### src/rtl/breakout_text_pkg.sv
// Shared constants and types for the on-screen text path.
package breakout_text_pkg;

    localparam logic [7:0] ASCII_ZERO  = 8'h30;
    localparam logic [7:0] ASCII_A     = 8'h41;
    localparam logic [7:0] ASCII_SPACE = 8'h20;
    localparam logic [7:0] ASCII_DASH  = 8'h2D;

    typedef enum logic [1:0] {
        IDLE,
        SHIFT,
        ENCODE
    } fmt_state_t;

endpackage

### src/rtl/score_ascii_formatter_if.sv
// Request/result bundle between game-state logic and the ASCII formatter.
interface score_ascii_formatter_if #(
    parameter int unsigned DATA_W = 16,
    parameter int unsigned DIGITS = 5
) ();

    logic                  start;
    logic                  mode;
    logic [DATA_W-1:0]     value;
    logic                  busy;
    logic                  done;
    logic                  overflow;
    logic [DIGITS*8-1:0]   chars;

    modport master (
        output start, mode, value,
        input  busy, done, overflow, chars
    );

    modport slave (
        input  start, mode, value,
        output busy, done, overflow, chars
    );

endinterface

### src/rtl/ascii_hex_digit.sv
// One hex nibble to its uppercase ASCII character.
module ascii_hex_digit
    import breakout_text_pkg::*;
(
    input  logic [3:0] nibble,
    output logic [7:0] ascii
);

    always_comb begin
        if (nibble < 4'd10) begin
            ascii = ASCII_ZERO + {4'b0000, nibble};
        end else begin
            ascii = ASCII_A + {4'b0000, nibble} - 8'd10;
        end
    end

endmodule

### src/rtl/score_ascii_formatter.sv
// Binary to ASCII text formatter: hex in one cycle, decimal via serial double-dabble.
// Results stay registered until the next conversion completes.
module score_ascii_formatter
    import breakout_text_pkg::*;
#(
    parameter int unsigned DATA_W   = 16,
    parameter int unsigned DIGITS   = 5,
    parameter bit          BLANK_LZ = 1'b1
) (
    input logic                    Clk,
    input logic                    Reset_n,
    score_ascii_formatter_if.slave bus
);

    localparam int unsigned BCD_W = DIGITS * 4;
    localparam int unsigned EXT_W = DATA_W + BCD_W;
    localparam int unsigned CNT_W = $clog2(DATA_W + 1);

    function automatic logic [DIGITS*8-1:0] reset_chars();
        logic [DIGITS*8-1:0] r;
        for (int i = 0; i < DIGITS; i++) begin
            r[8*i +: 8] = (i == 0 || !BLANK_LZ) ? ASCII_ZERO : ASCII_SPACE;
        end
        return r;
    endfunction

    localparam logic [DIGITS*8-1:0] CHARS_RST = reset_chars();

    fmt_state_t          state_q;
    logic [DATA_W-1:0]   val_q;
    logic                mode_q;
    logic [BCD_W-1:0]    bcd_q;
    logic [CNT_W-1:0]    cnt_q;
    logic                sticky_q;
    logic                busy_q;
    logic                done_q;
    logic                ovf_q;
    logic [DIGITS*8-1:0] chars_q;

    logic [BCD_W-1:0]    bcd_adj;
    logic [EXT_W-1:0]    hex_ext;
    logic                hex_ovf;
    logic                enc_ovf;
    logic                seen_nz;
    logic [DIGITS*8-1:0] enc_chars;
    logic [3:0]          nib [DIGITS];
    logic [7:0]          asc [DIGITS];

    // Double-dabble correction applied before each shift.
    always_comb begin
        bcd_adj = bcd_q;
        for (int i = 0; i < DIGITS; i++) begin
            if (bcd_q[4*i +: 4] >= 4'd5) begin
                bcd_adj[4*i +: 4] = bcd_q[4*i +: 4] + 4'd3;
            end
        end
    end

    // Zero-extend so nibbles past DATA_W read as 0 and anything above the display is overflow.
    always_comb begin
        hex_ext = {{BCD_W{1'b0}}, val_q};
        hex_ovf = |(hex_ext >> BCD_W);
        enc_ovf = mode_q ? sticky_q : hex_ovf;
        for (int i = 0; i < DIGITS; i++) begin
            nib[i] = mode_q ? bcd_q[4*i +: 4] : hex_ext[4*i +: 4];
        end
    end

    for (genvar g = 0; g < DIGITS; g++) begin : g_digit
        ascii_hex_digit u_digit (
            .nibble (nib[g]),
            .ascii  (asc[g])
        );
    end

    // Walk from the most significant digit down; blank zeros until the first nonzero.
    always_comb begin
        enc_chars = '0;
        seen_nz   = 1'b0;
        for (int i = DIGITS - 1; i >= 0; i--) begin
            if (nib[i] != 4'd0) begin
                seen_nz = 1'b1;
            end
            if (enc_ovf) begin
                enc_chars[8*i +: 8] = ASCII_DASH;
            end else if (BLANK_LZ && !seen_nz && i != 0) begin
                enc_chars[8*i +: 8] = ASCII_SPACE;
            end else begin
                enc_chars[8*i +: 8] = asc[i];
            end
        end
    end

    always_ff @(posedge Clk or negedge Reset_n) begin
        if (!Reset_n) begin
            state_q  <= IDLE;
            val_q    <= '0;
            mode_q   <= 1'b0;
            bcd_q    <= '0;
            cnt_q    <= '0;
            sticky_q <= 1'b0;
            busy_q   <= 1'b0;
            done_q   <= 1'b0;
            ovf_q    <= 1'b0;
            chars_q  <= CHARS_RST;
        end else begin
            done_q <= 1'b0;
            case (state_q)
                IDLE: begin
                    if (bus.start) begin
                        val_q    <= bus.value;
                        mode_q   <= bus.mode;
                        bcd_q    <= '0;
                        cnt_q    <= '0;
                        sticky_q <= 1'b0;
                        busy_q   <= 1'b1;
                        state_q  <= bus.mode ? SHIFT : ENCODE;
                    end
                end
                SHIFT: begin
                    bcd_q <= {bcd_adj[BCD_W-2:0], val_q[DATA_W-1]};
                    val_q <= val_q << 1;
                    cnt_q <= cnt_q + 1'b1;
                    if (bcd_adj[BCD_W-1]) begin
                        sticky_q <= 1'b1;
                    end
                    if (cnt_q == CNT_W'(DATA_W - 1)) begin
                        state_q <= ENCODE;
                    end
                end
                ENCODE: begin
                    chars_q <= enc_chars;
                    ovf_q   <= enc_ovf;
                    done_q  <= 1'b1;
                    busy_q  <= 1'b0;
                    state_q <= IDLE;
                end
                default: state_q <= IDLE;
            endcase
        end
    end

    assign bus.busy     = busy_q;
    assign bus.done     = done_q;
    assign bus.overflow = ovf_q;
    assign bus.chars    = chars_q;

endmodule

### src/flat_wrapper.sv
// flat-port wrapper written by rule: the top's interface ports become plain ports
module score_ascii_formatter_flat import breakout_text_pkg::*;
#(
    parameter int unsigned DATA_W   = 16,
    parameter int unsigned DIGITS   = 5,
    parameter bit          BLANK_LZ = 1'b1
)
  (Clk, Reset_n, bus_start, bus_mode, bus_value, bus_busy, bus_done, bus_overflow, bus_chars);
  score_ascii_formatter_if #(.DATA_W(DATA_W), .DIGITS(DIGITS)) bus_i ();
  input logic Clk;
  input logic Reset_n;
  input wire logic [$bits(bus_i.start)-1:0] bus_start;
  input wire logic [$bits(bus_i.mode)-1:0] bus_mode;
  input wire logic [$bits(bus_i.value)-1:0] bus_value;
  output wire logic [$bits(bus_i.busy)-1:0] bus_busy;
  output wire logic [$bits(bus_i.done)-1:0] bus_done;
  output wire logic [$bits(bus_i.overflow)-1:0] bus_overflow;
  output wire logic [$bits(bus_i.chars)-1:0] bus_chars;
  assign bus_i.start = bus_start;
  assign bus_i.mode = bus_mode;
  assign bus_i.value = bus_value;
  assign bus_busy = bus_i.busy;
  assign bus_done = bus_i.done;
  assign bus_overflow = bus_i.overflow;
  assign bus_chars = bus_i.chars;
  score_ascii_formatter #(.DATA_W(DATA_W), .DIGITS(DIGITS), .BLANK_LZ(BLANK_LZ)) u_core (.Clk(Clk), .Reset_n(Reset_n), .bus(bus_i));
endmodule
### config.mk
export PLATFORM = sky130hd
export DESIGN_NAME = score_ascii_formatter_flat
export DESIGN_NICKNAME = d
export VERILOG_FILES = /design/src/rtl/breakout_text_pkg.sv /design/src/rtl/score_ascii_formatter_if.sv /design/src/rtl/ascii_hex_digit.sv /design/src/rtl/score_ascii_formatter.sv /design/src/flat_wrapper.sv
export SDC_FILE = /design/constraint.sdc
export NUM_CORES = 1
export LEC_CHECK = 0
export BUFFER_PORTS_ARGS = -buffer_cell sky130_fd_sc_hd__buf_2
export CAP_MARGIN = 10
export CORE_MARGIN = 2
export CORE_UTILIZATION = 30
export CTS_CLUSTER_DIAMETER = 120
export DETAILED_ROUTE_END_ITERATION = 16
export GPL_TIMING_DRIVEN = 0
export SLEW_MARGIN = 20
export SYNTH_ARGS = -nofsm -noshare
export SYNTH_HDL_FRONTEND = slang
export SYNTH_SLANG_ARGS = --single-unit
### constraint.sdc
create_clock -name Clk -period 2 [get_ports Clk]
set_input_delay 0 -clock Clk [delete_from_list [all_inputs] [get_ports Clk]]
set_output_delay 0 -clock Clk [all_outputs]
set_load 0.05 [all_outputs]
Word-level counts from Yosys, hierarchy flattened. Index checks and enable logic that the tools add are counted.

Logic and storage cells: 104. Bits in registers: 88. Input bits: 20. Output and inout bits: 43.

Multiplexer cells: 45. $add $sub $neg: 21. Reduce and logical (&&, ||, !) cells: 12. Equal/unequal tests: 6. Magnitude comparators: 10.

Operators by type and width (number): 8-bit 2-to-1 mux (14); 7-bit by 4-bit adder with 8-bit output (first input constant) (5); 4-bit 2-to-1 mux (10); 20-bit one-hot mux with 2 select lines (1); 8-bit by 4-bit subtractor with 8-bit output (second input constant) (5); 6-bit by 4-bit adder with 7-bit output (first input constant) (5); 16-bit one-hot mux with 2 select lines (1); 4-bit by 2-bit adder with 4-bit output (second input constant) (5); 4-bit by 3-bit greater-or-equal comparator with 1-bit output (second input constant) (5); 4-bit < comparator (second input constant) (5); 20-bit 2-to-1 mux (1); 16-bit 2-to-1 mux (1); 4-bit nonzero test (4); 5-bit one-hot mux with 2 select lines (1); 1-bit 2-to-1 mux (9); 2-bit AND reduction (4); 2-bit 2-to-1 mux (3); 5-bit by 1-bit adder with 5-bit output (second input constant) (1); 5-bit by 4-bit equality test with 1-bit output (second input constant) (1); 5-bit 2-to-1 mux (1); 2-bit by 1-bit != test with 1-bit output (second input constant) (2); 1-bit one-hot mux with 2 select lines (2); 2-bit one-hot mux with 2 select lines (1); 2-bit nonzero test (2); other kinds (5) (5).

Longest topological paths before layout.
Depth after elaboration: 8. Mapped depth: 9. Mapped depth without buffers: 7.

Cells and area by module. From an unflattened synthesis, not the netlist that was laid out.

Cells, all modules: 474. Area, all modules: 4674.5 um2.

By module, submodules not included: score_ascii_formatter (times used 1, sequential area each 2209.6 um2, area each 4149.0 um2, cells an instance 394); ascii_hex_digit (times used 5, sequential area each 0.0 um2, area each 105.1 um2, cells an instance 16).

Worst setup path after synthesis. No wires, ideal clock.

Kind: reg2reg. Start: reg u_core.mode_q. End: reg u_core.chars_q[12], in the netlist u_core.bus.chars[12]. Data required time: 1.880 ns. Buffers on the path: 3. Clock period less this slack: 1.916 ns. Slack: 0.084 ns. Arrival time: 1.797 ns. Library setup time: 0.120 ns. Cell stages (with the launch flop): 10. Cell sequence: dfrtp_1 > buf_4 > buf_12 > buf_6 > mux2i_1 > ha_1 > o211ai_4 > nor3_2 > nand2b_2 > o21ai_2.

Word-level cells in the longest chain between the ends: 8. Elaborated cells between the ends (all ways): 20. Those cells by class: add/sub: 3; order compare: 1; mux: 12; reduce/logical: 4.

RTL lines: start: declaration (RTL line score_ascii_formatter.sv:31) `logic mode_q;`; start signal: assignment (RTL line score_ascii_formatter.sv:112) `mode_q <= bus.mode;`; parallel branches: the longest is 7 deep, another holds 7-bit by 4-bit adder with 8-bit output; 8-bit 2-to-1 mux * (RTL line score_ascii_formatter.sv:84) `if (enc_ovf) begin`; end signal: assignment (RTL line score_ascii_formatter.sv:132) `chars_q <= enc_chars;`; end: declaration (RTL line score_ascii_formatter.sv:38) `logic [DIGITS*8-1:0] chars_q;`.

Every way passes the cells marked *. A chain may end at the register's enable or synchronous reset.

Final worst setup path.
Start: reg u_core.mode_q. End: reg u_core.chars_q[22], in the netlist u_core.bus.chars[22].

Word-level cells in the longest chain between the ends: 7. Elaborated cells between the ends (all ways): 17. Those cells by class: add/sub: 3; order compare: 1; mux: 10; reduce/logical: 3.

RTL lines (RTL line): parallel branches: the longest is 6 deep, another holds 7-bit by 4-bit adder with 8-bit output; 8-bit 2-to-1 mux * (score_ascii_formatter.sv:84).

Marked as above.

==> results.cfg <==
[clocking]
clk_pin_slew_worst_paths_ns = 0.06
cts_buffers = 9
clock-sinks = 83
cts_tree = yes
root_buffer = clkbuf_16
max-clock-path-buffers = 2
h-tree-depth = 3
insertion_delay_ns = 0.34

[synth]
synthFlopType = dfrtp_1
synthArstFlopShare = 1.00
synth_area_mm2 = 0.00443
avgSynthCellArea_um2 = 9.80
synth-seq-cells = 83
yosys_warnings = 0
syn_inst = 452
synth_edf_count = 0
yosysUniqueCellTypes = 50
synth_seq_area_share = 0.471

[flow_run]
drv_cap = 0

[power]
p_int_mw = 5.11
p_per_area_mw_per_mm2 = 1750
p_comb_frac = 0.517
netSwitchingPower_mw = 4.52
seqPwrFrac = 0.301
ir_drop_v = 0.000517
switching_share = 0.469
p_clk_frac = 0.182
power_leakage_nw = 2.42

[global_routing]
grt_pass1_vias = 3595
grt_pass1_wl_mm = 18.9
grt_start_max_net_pins = 48
track_usage = 0.150
gr-total-overflow = 0
antenna_found_initial = 0

[sta]
max_freq_mhz = 531
hold_viol_final = 1
rsz0062_at_grt = false
fin_hold_ws_ns = -0.00685
finalMaxSlewViolations = 0
period_share = 0.941
fin_worst_skew_ns = 0.00740
period_minus_slack_ns = 1.88
setup_viol = 0
tightest_slew_ns = 0.636
max_slew_margin = 0.576

[worst_setup_path]
worst-r2r-setup-slack_ns = 0.12
cp-start-kind = flip-flop
cp.required_ns = 2.22
max_stage_delay_ns = 0.32
slowest_stage = dfrtp_1
cp_max_fo = 10
path_cells = buf_4 -> buf_6 -> mux2i_4 -> ha_2 -> o211ai_4 -> o21ai_2 -> inv_2 -> a22o_1
end_kind = flip-flop
worstSetupPathType = flip-flop to flip-flop
critPathArrivalTime_ns = 2.10

[placed_design]
place_area_mm2 = 0.00498
dp_cells = 698
place_congestion = 0.817
dpl.hpwl_mm = 8.49
io_buffers = 57

[detailed_routing]
viasPerCell = 5.00
firstDrtPassIters = 4
wl_per_cell_um = 15.7
wirelength_mm = 11.5
drt_first_iter_violations = 224
num_vias = 3650
drtAntennaViolNets = 0
drc = 0

[floorplanning]
die_area_mm2 = 0.0157
initial_core_util = 0.306
row_count = 44
fp.coreArea_mm2 = 0.0145
die_width_um = 125
io_pins = 63
die_y_um = 125

[finish]
final_cells = 730
layout.cells.most_common_list = dfrtp_1 (77), buf_2 (60), o21ai_0 (46)
n_antenna_cell = 0
layout_commonest_cell = dfrtp_1
nNetsFinal = 580
final_area_mm2 = 0.00551
areaGrowthSynthToFinish_pct = 24.5
drive_above_1_share = 0.205

[status]
violations = negative hold slack
status = finished, violations left

[worst_hold_path]
hp-class = input pin to flip-flop
## critical path, delay by kind of cell (launching register included)
| family | cells | cell delay, ns |
|---|---|---|
| AOI/OAI and AO/OA | 3 | 0.56 |
| buffers and inverters | 3 | 0.39 |
| DFF | 1 | 0.32 |
| muxes | 1 | 0.27 |
| adders and majority gates | 1 | 0.23 |
## what timing repair did
action / CTS / global route
hold buffers: 16 / 0
endpoints found under the hold margin: 62 / 0
setup endpoints to repair: 11 / 19
gates resized for setup: 6 / 6
pin swaps: 1 / 1
setup buffers: 1 / 0
## cell usage after synthesis, types with 3 or more instances
| master | n | area [um2] |
|---|---|---|
| dfrtp_1 | 77 | 1930 |
| o21ai_0 | 46 | 230 |
| nand2_1 | 44 | 165 |
| nor2_1 | 35 | 131 |
| a21oi_1 | 28 | 140 |
| ha_1 | 19 | 238 |
| clkbuf_1 | 18 | 67.6 |
| mux2i_1 | 17 | 170 |
| a22oi_1 | 16 | 120 |
| inv_1 | 13 | 48.8 |
| buf_4 | 9 | 67.6 |
| nand2b_1 | 9 | 56.3 |
| nor3_1 | 9 | 45.0 |
| xnor2_1 | 9 | 78.8 |
| xor2_1 | 9 | 78.8 |
| a32o_1 | 8 | 80.1 |
| nor2b_1 | 8 | 50.1 |
| o22ai_1 | 8 | 50.1 |
| o21a_1 | 7 | 52.6 |
| o31ai_1 | 7 | 52.6 |
| dfstp_2 | 6 | 158 |
| a22o_1 | 5 | 43.8 |
| o32ai_1 | 5 | 43.8 |
| buf_2 | 4 | 20.0 |
| nor3b_1 | 3 | 22.5 |
| o21ai_2 | 3 | 26.3 |
## layer usage
layer | track usage | part of all wire | vias up
met4 | 0.0614 | 0.022 | 0
li1 | - | - | 1776
met5 | 0 | 0 | -
met2 | 0.243 | 0.48 | 87
met3 | 0.0248 | 0.048 | 19
met1 | 0.198 | 0.45 | 1768
## through the flow
stage	utilization	hold WS, ns	setup slack, ns	total power, mW	setup TNS (ns)
final	0.381	-0.00685	0.118	9.63	0
after CTS	0.379	0.00109	0.0104	9.63	0
after global routing	0.381	0.00302	0.00179	10.3	0
after global placement	0.342	0.229	-0.147	7.64	-0.710
after floorplan	-	-0.296	0.0835	6.56	0
after detailed placement	0.344	0.0685	-0.184	7.78	-1.15
## power by group through the flow
stage / sequential [mW] / clock [mW] / combinational (mW)
after floorplan: 3.93 / 0 / 2.62
after global placement: 2.87 / 0 / 4.77
final: 2.90 / 1.75 / 4.98
after CTS: 2.89 / 1.79 / 4.95
after global routing: 3.00 / 1.87 / 5.44
after detailed placement: 2.91 / 0 / 4.87
## cells by family after synthesis
logic type                 Yosys count  share of synthesized area
AOI/OAI and AO/OA                  145                      0.220
and+or+nand+nor                    121                      0.126
DFF                                 83                      0.471
buffers and inverters               48                     0.0548
adders and majority gates           19                     0.0537
xor gates and xnor gates            18                     0.0356
muxes                               17                     0.0384
other                                1                   0.000847
## path summary, 6_finish.rpt
kind,from,to,cells after the start
setup / recovery,u_core.mode_q$_DFFE_PN0P_,u_core.bus.chars[22]$_DFFE_PN0P_,8
max in group asynchronous,Reset_n,u_core.bus.chars[37]$_DFFE_PN1P_,3
min in group asynchronous,Reset_n,u_core.val_q[11]$_DFFE_PN0P_,2
setup reg to reg,u_core.mode_q$_DFFE_PN0P_,u_core.bus.chars[22]$_DFFE_PN0P_,8
hold reg to reg,u_core.bus.busy$_DFFE_PN0P_,u_core.bus.busy$_DFFE_PN0P_,1
hold / removal,bus_value[2],u_core.val_q[2]$_DFFE_PN0P_,3
## sequential cells by signal, indices dropped and copies added, names as in the netlist
name / cells
u_core.cnt_q: 5
u_core.mode_q: 1
u_core.bus.overflow: 1
u_core.sticky_q: 1
u_core.val_q: 16
u_core.bus.busy: 1
u_core.state_q: 2
u_core.bus.done: 1
u_core.bcd_q: 20
u_core.bus.chars: 35
## area by class of cell
class | count | area [um2]
multi-input cells | 325 | 2170
repair buffers | 75 | 475
inverters | 14 | 52.6
fillers | 1448 | 8970
clock inverters | 1 | 30.0
plain buffers | 33 | 183
clock buffers | 15 | 288
well taps | 184 | 230
flip-flops and latches | 83 | 2080
Note: power is estimated with default switching activity, not from simulation.
